===== src/rtl/immediate_reader_if.sv =====
// Signal bundle between an instruction-stream FIFO, the requesting core and the
// immediate reader; the reader attaches through the slave modport.
interface immediate_reader_if;
    logic        fifo_rd_en;
    logic [7:0]  fifo_rd_data;
    logic        fifo_empty;
    logic        start;
    logic        is_8bit;
    logic        sign_extend;
    logic        flush;
    logic [15:0] new_ip;
    logic [15:0] immed;
    logic        complete;
    logic        busy;
    logic [15:0] ip;

    modport master (
        input  fifo_rd_en, immed, complete, busy, ip,
        output fifo_rd_data, fifo_empty, start, is_8bit, sign_extend, flush, new_ip
    );

    modport slave (
        output fifo_rd_en, immed, complete, busy, ip,
        input  fifo_rd_data, fifo_empty, start, is_8bit, sign_extend, flush, new_ip
    );
endinterface


===== src/rtl/immediate_reader.sv =====
// Reads a one- or two-byte little-endian immediate from the instruction-stream
// FIFO, tracks the instruction pointer and supports flush-to-new-IP.
module immediate_reader #(
    parameter logic [15:0] IP_RESET = 16'h0000
) (
    input  logic                 clk,
    input  logic                 reset,
    immediate_reader_if.slave    bus
);

    typedef enum logic [2:0] {
        IDLE     = 3'd0,
        FETCH_LO = 3'd1,
        CAPT_LO  = 3'd2,
        FETCH_HI = 3'd3,
        CAPT_HI  = 3'd4
    } state_t;

    state_t      state_r;
    state_t      state_next_s;
    logic        rd_en_s;
    logic        accept_s;
    logic        capt_lo_s;
    logic        capt_hi_s;
    logic        is_8bit_r;
    logic        sext_r;
    logic [7:0]  lo_r;
    logic [15:0] ip_r;
    logic [15:0] immed_r;
    logic        complete_r;
    logic [15:0] immed_next_s;
    logic        complete_next_s;

    // Next-state and FIFO pop decode; flush pre-empts every state.
    always_comb begin
        state_next_s = state_r;
        rd_en_s      = 1'b0;
        accept_s     = 1'b0;
        capt_lo_s    = 1'b0;
        capt_hi_s    = 1'b0;
        if (bus.flush) begin
            state_next_s = IDLE;
        end else begin
            case (state_r)
                IDLE: begin
                    if (bus.start) begin
                        accept_s     = 1'b1;
                        state_next_s = FETCH_LO;
                    end else begin
                        state_next_s = IDLE;
                    end
                end
                FETCH_LO: begin
                    rd_en_s = !bus.fifo_empty;
                    if (rd_en_s) begin
                        state_next_s = CAPT_LO;
                    end else begin
                        state_next_s = FETCH_LO;
                    end
                end
                CAPT_LO: begin
                    capt_lo_s = 1'b1;
                    if (is_8bit_r) begin
                        state_next_s = IDLE;
                    end else begin
                        state_next_s = FETCH_HI;
                    end
                end
                FETCH_HI: begin
                    rd_en_s = !bus.fifo_empty;
                    if (rd_en_s) begin
                        state_next_s = CAPT_HI;
                    end else begin
                        state_next_s = FETCH_HI;
                    end
                end
                CAPT_HI: begin
                    capt_hi_s    = 1'b1;
                    state_next_s = IDLE;
                end
                default: begin
                    state_next_s = IDLE;
                end
            endcase
        end
    end

    // Result assembly for the final capture edge of a read.
    always_comb begin
        immed_next_s    = immed_r;
        complete_next_s = 1'b0;
        if (capt_hi_s) begin
            immed_next_s    = {bus.fifo_rd_data, lo_r};
            complete_next_s = 1'b1;
        end else if (capt_lo_s && is_8bit_r) begin
            complete_next_s = 1'b1;
            if (sext_r) begin
                immed_next_s = {{8{bus.fifo_rd_data[7]}}, bus.fifo_rd_data};
            end else begin
                immed_next_s = {8'h00, bus.fifo_rd_data};
            end
        end else begin
            immed_next_s    = immed_r;
            complete_next_s = 1'b0;
        end
    end

    // State, read-mode latch and low-byte holding register.
    always_ff @(posedge clk or posedge reset) begin
        if (reset) begin
            state_r   <= IDLE;
            is_8bit_r <= 1'b0;
            sext_r    <= 1'b0;
            lo_r      <= 8'h00;
        end else begin
            state_r <= state_next_s;
            if (accept_s) begin
                is_8bit_r <= bus.is_8bit;
                sext_r    <= bus.sign_extend;
            end else begin
                is_8bit_r <= is_8bit_r;
                sext_r    <= sext_r;
            end
            if (capt_lo_s) begin
                lo_r <= bus.fifo_rd_data;
            end else begin
                lo_r <= lo_r;
            end
        end
    end

    // Instruction pointer and registered result outputs.
    always_ff @(posedge clk or posedge reset) begin
        if (reset) begin
            ip_r       <= IP_RESET;
            immed_r    <= 16'h0000;
            complete_r <= 1'b0;
        end else begin
            if (bus.flush) begin
                ip_r <= bus.new_ip;
            end else if (capt_lo_s || capt_hi_s) begin
                ip_r <= ip_r + 16'h0001;
            end else begin
                ip_r <= ip_r;
            end
            immed_r    <= immed_next_s;
            complete_r <= complete_next_s;
        end
    end

    assign bus.fifo_rd_en = rd_en_s;
    assign bus.busy       = (state_r != IDLE);
    assign bus.ip         = ip_r;
    assign bus.immed      = immed_r;
    assign bus.complete   = complete_r;

endmodule


===== src/flat_wrapper.sv =====
// flat-port wrapper written by rule: the top's interface ports become plain ports
module immediate_reader_flat 
#(
    parameter logic [15:0] IP_RESET = 16'h0000
)
  (clk, reset, bus_fifo_rd_en, bus_immed, bus_complete, bus_busy, bus_ip, bus_fifo_rd_data, bus_fifo_empty, bus_start, bus_is_8bit, bus_sign_extend, bus_flush, bus_new_ip);
  immediate_reader_if bus_i ();
  input  logic clk;
  input  logic reset;
  output wire logic [$bits(bus_i.fifo_rd_en)-1:0] bus_fifo_rd_en;
  output wire logic [$bits(bus_i.immed)-1:0] bus_immed;
  output wire logic [$bits(bus_i.complete)-1:0] bus_complete;
  output wire logic [$bits(bus_i.busy)-1:0] bus_busy;
  output wire logic [$bits(bus_i.ip)-1:0] bus_ip;
  input wire logic [$bits(bus_i.fifo_rd_data)-1:0] bus_fifo_rd_data;
  input wire logic [$bits(bus_i.fifo_empty)-1:0] bus_fifo_empty;
  input wire logic [$bits(bus_i.start)-1:0] bus_start;
  input wire logic [$bits(bus_i.is_8bit)-1:0] bus_is_8bit;
  input wire logic [$bits(bus_i.sign_extend)-1:0] bus_sign_extend;
  input wire logic [$bits(bus_i.flush)-1:0] bus_flush;
  input wire logic [$bits(bus_i.new_ip)-1:0] bus_new_ip;
  assign bus_fifo_rd_en = bus_i.fifo_rd_en;
  assign bus_immed = bus_i.immed;
  assign bus_complete = bus_i.complete;
  assign bus_busy = bus_i.busy;
  assign bus_ip = bus_i.ip;
  assign bus_i.fifo_rd_data = bus_fifo_rd_data;
  assign bus_i.fifo_empty = bus_fifo_empty;
  assign bus_i.start = bus_start;
  assign bus_i.is_8bit = bus_is_8bit;
  assign bus_i.sign_extend = bus_sign_extend;
  assign bus_i.flush = bus_flush;
  assign bus_i.new_ip = bus_new_ip;
  immediate_reader #(.IP_RESET(IP_RESET)) u_core (.clk(clk), .reset(reset), .bus(bus_i));
endmodule

===== config.mk =====
export PLATFORM = sky130hd
export DESIGN_NAME = immediate_reader_flat
export DESIGN_NICKNAME = d
export VERILOG_FILES = /design/src/rtl/immediate_reader_if.sv /design/src/rtl/immediate_reader.sv /design/src/flat_wrapper.sv
export SDC_FILE = /design/constraint.sdc
export NUM_CORES = 1
export LEC_CHECK = 0
export CAP_MARGIN = 20
export CORE_MARGIN = 3
export CORE_UTILIZATION = 30
export CTS_BUF_LIST = sky130_fd_sc_hd__clkbuf_4 sky130_fd_sc_hd__clkbuf_8 sky130_fd_sc_hd__clkbuf_16
export DETAILED_ROUTE_END_ITERATION = 16
export PLACE_DENSITY = 0.55
export SLEW_MARGIN = 20
export SYNTH_ARGS = -nofsm -noshare
export SYNTH_HDL_FRONTEND = slang
export SYNTH_SLANG_ARGS = --single-unit

===== constraint.sdc =====
create_clock -name clk -period 4 [get_ports clk]
set_input_delay 0.6 -clock clk [delete_from_list [all_inputs] [get_ports clk]]
set_output_delay 0.6 -clock clk [all_outputs]
set_load 0.02 [all_outputs]

Word-level counts from Yosys, hierarchy flattened
Cells that the tools add are included.
W data, S select, Z words.
Storage, ports and cells
  output and inout bits: 35
  input bits: 31
  bits in registers: 46
Cells by class
  eq/ne operators: 4
  multiplexer cells: 22
  $add $sub $neg: 1
  reductions and logical operators: 8
Operators with widths (count)
  $mux W16: 5
  $add A16 B1 Y16 const B: 1
  $mux W1: 12
  $pmux W3 S4: 1
  $eq A3 B2 Y1 const B: 2
  $mux W3: 2
  $mux W2: 2
  $reduce_bool A2 Y1: 2
  $eq A3 B1 Y1 const B: 1
  $eq A3 B3 Y1 const B: 1
  $logic_not A3 Y1: 1
  $reduce_bool A3 Y1: 1
  $reduce_or A2 Y1: 1
  $logic_and A1 B1 Y1: 1
  $logic_not A1 Y1: 1
  $logic_or A1 B1 Y1: 1

Depth between registers and ports, before layout
  depth after elaboration: 6
  gate-level depth with buffers: 7
  depth with buffers taken out: 5

Worst setup path before layout
No wires, ideal clock.
  kind: input to output
  start: input port bus_flush
  end: output port bus_fifo_rd_en
  cell stages on the path: 4
  data required time: 3400 ps
  path buffers: 3
  path slack: 1717 ps
  data arrival time: 1683 ps
  cells stage by stage: buf_2 > buf_1 > buf_1 > nor3_1
Between the ends
  cells in the longest elaborated chain, start to end: 1
RTL lines
  start, declared: line flat_wrapper.sv:20  | input wire logic [$bits(bus_i.flush)-1:0] bus_flush;
  $mux W1: line immediate_reader.sv:41  | if (bus.flush) begin
  end, declared: line flat_wrapper.sv:10  | output wire logic [$bits(bus_i.fifo_rd_en)-1:0] bus_fifo_rd_en;
Every way passes these cells.

Final worst setup path
Same ends and word-level chain as after synthesis.

==> out/qor.yml <==
grt_pass1_wl_um: 9250
syn_nets: 260
hold_buffers: 0
syn_avg_cell_area_um2: 10.1
peakVddDrop_uv: 121
syn_inst: 228
hp-class: "reg2reg"
fin_setup_tns_ns: 0
worst_pin_slew_ns: 0.970
ys_seq_area_share_pct: 49.9
ys_top_cells_by_area: "dfrtp_1 (50%), o21ai_1 (5.6%), nand2_1 (5.2%), mux2i_1 (4.8%), mux2_1 (3.9%)"
place_hpwl_um: 3740
startpoint_type: "input pin"
cp-end-kind: "output port"
overflow: 0
ys_top_cells_by_count: "dfrtp_1 (46), nand2_1 (32), o21ai_1 (26)"
synth_ff_type: "dfrtp_1"
setup_viol: 0
grtUsageTotal_pct: 13.2
min_period_over_period_pct: 68.8
yosys.cell_types.count: 39
cts_sinks: 46
num-fill-cells: 728
dieArea_mm2: 0.00878
yosys.cell_count.top_type: "dfrtp_1"
yosysTopAreaCell: "dfrtp_1"
io_buffers: 65
syn-cell-area_mm2: 0.00231
rows: 31
die_h_um: 93.7
grt_pass1_vias: 1917
drt_iter0_drc: 78
fin_nets: 322
clk-insertion-delay-late_ns: 0.30
io_pins: 66
slew_headroom_pct: 35.4
postCtsSetupBuffers: 0
hold_viol: 0
drt_wl_total_um: 5320
area_delta_synth_final_pct: 36.5
async_flop_share_pct: 100
vias: 1834
vias_per_cell: 4.70
core_mm2: 0.00737
p_leak_nw: 1.31
postRouteAntennaNets: 0
synth-seq-cells: 46
final_cells: 390
p_per_area_mw_per_mm2: 473
clockBufferDepth: 2
cts_root_buf: "clkbuf_8"
drive_above_1_share_pct: 8.25
htree_levels: 2
crit_type: "in2out"
path_max_fanout: 13
gp_routability_congestion: 0.776
status: "finished, final reports clean"
die_x_um: 93.7
grt_antenna_before_repair: 0
yosysTopAreaCellShare_pct: 49.9
num_antenna_cells: 0
grt_start_max_net_pins: 47
numCtsBuffers: 5
critPathRequiredTime_ns: 3.40
power_mw: 1.49
clk_pin_slew_ns: 0.09
drv_cap: 0
rsz0062_at_grt: "false"
ys_warn_count: 0
whs_ns: 0.481
cts.repair.resized: 0
placed_cells: 382
wl_per_cell_um: 13.6
fmax_mhz: 363
synth-edff-count: 0
crit_arrival_ns: 2.15
initial_core_util_pct: 31.3
fin_skew_ns: 0.00410
drc: 0
slew_viol_final: 0
finalCriticalPeriod_ns: 2.75
cts_tree: "yes"
dr.pass1.iters: 6
[per-layer routing]
layer	part of all wire, %	global-route usage (%)
met5	0	0
met4	0.85	3.61
met3	5.4	3.29
met2	44	20.5
met1	49	18.3
[metrics by stage]
| step | instance area (um2) | worst slack, ns | util, % |
|---|---|---|---|
| floorplan | 2310 | 1.72 | - |
| global placement | 3040 | 1.23 | 41.2 |
| detailed placement | 3040 | 1.20 | 41.2 |
| CTS | 3150 | 1.23 | 42.7 |
| global route | 3150 | 1.15 | 42.8 |
| finish | 3150 | 1.25 | 42.8 |
[power by group]
group / internal (mW) / switching (mW) / leakage, nW / total, mW
combinational: 0.246 / 0.227 / 0.685 / 0.473
sequential: 0.583 / 0.0790 / 0.573 / 0.662
clock: 0.193 / 0.163 / 0.0548 / 0.357
total: 1.02 / 0.469 / 1.31 / 1.49
[worst max-delay path, stage by stage]
cell,delay [ns]
clkdlybuf4s50_1,0.64
nor3_1,0.27
clkdlybuf4s50_1,0.64
[logic make-up (layout without fill, tap and decap cells)]
kind of cell / count (synthesis) / in the layout / share of synthesized area [%]
adders and majority gates: 1 / 1 / 0.542
buffers and inverters: 20 / 83 / 4.17
xor gates and xnor gates: 10 / 10 / 3.79
and+or+nand+nor: 83 / 83 / 20.9
AOI/OAI and AO/OA: 47 / 47 / 11.1
DFF: 46 / 46 / 49.9
muxes: 21 / 21 / 9.65
[layout make-up]
| class | instances | area [um2] | area share [%] |
|---|---|---|---|
| repair buffers | 68 | 673 | 21.4 |
| clock inverters | 2 | 37.5 | 1.19 |
| clock buffers | 6 | 76.3 | 2.42 |
| inverters | 7 | 27.5 | 0.874 |
| flip-flops and latches | 46 | 1150 | 36.5 |
| well taps | 99 | 124 | 3.93 |
| multi-input cells | 162 | 1060 | 33.7 |
[registers in the layout (all words and copies together) (netlist names)]
register,flops
u_core.bus.immed,16
u_core.bus.ip,16
u_core.lo_r,8
u_core.state_r,3
u_core.bus.complete,1
u_core.is_8bit_r,1
u_core.sext_r,1
[path summary, 6_finish.rpt]
check	cells after the start	from	slack (ns)	end
worst min register to register	2	u_core.lo_r[2]	0.48	u_core.bus.immed[2]
max in group asynchronous	2	reset	2.77	u_core.bus.immed[4]
worst max register to register	4	u_core.state_r[1]	2.13	u_core.bus.immed[15]
worst min-delay path	2	u_core.lo_r[2]	0.48	u_core.bus.immed[2]
min in group asynchronous	2	reset	0.75	u_core.bus.ip[4]
worst max-delay path	3	bus_flush	1.25	bus_fifo_rd_en
[placed cells by master (no fill, tap or decap), types with 2 or more instances in the layout]
| cell type | n |
|---|---|
| nand3_1 | 7 |
| nor2b_1 | 2 |
| xnor2_1 | 10 |
| inv_1 | 6 |
| clkbuf_8 | 5 |
| and4_1 | 2 |
| o31a_1 | 2 |
| nand2_1 | 32 |
| o21ai_1 | 26 |
| nor4_2 | 3 |
| nor3b_1 | 2 |
| and3_1 | 3 |
| a21oi_1 | 10 |
| nor2_1 | 9 |
| o21ai_0 | 4 |
| clkdlybuf4s50_1 | 65 |
| nor4_1 | 2 |
| nor4b_2 | 2 |
| mux2_1 | 8 |
| dfrtp_1 | 46 |
| nor3_2 | 3 |
| mux2i_1 | 11 |
| a31oi_1 | 2 |
| buf_4 | 3 |
| nand2b_1 | 5 |
| nand4_1 | 3 |
| mux2_2 | 2 |
| nor3_1 | 3 |
No activity file was read; power rests on OpenSTA's default activity.
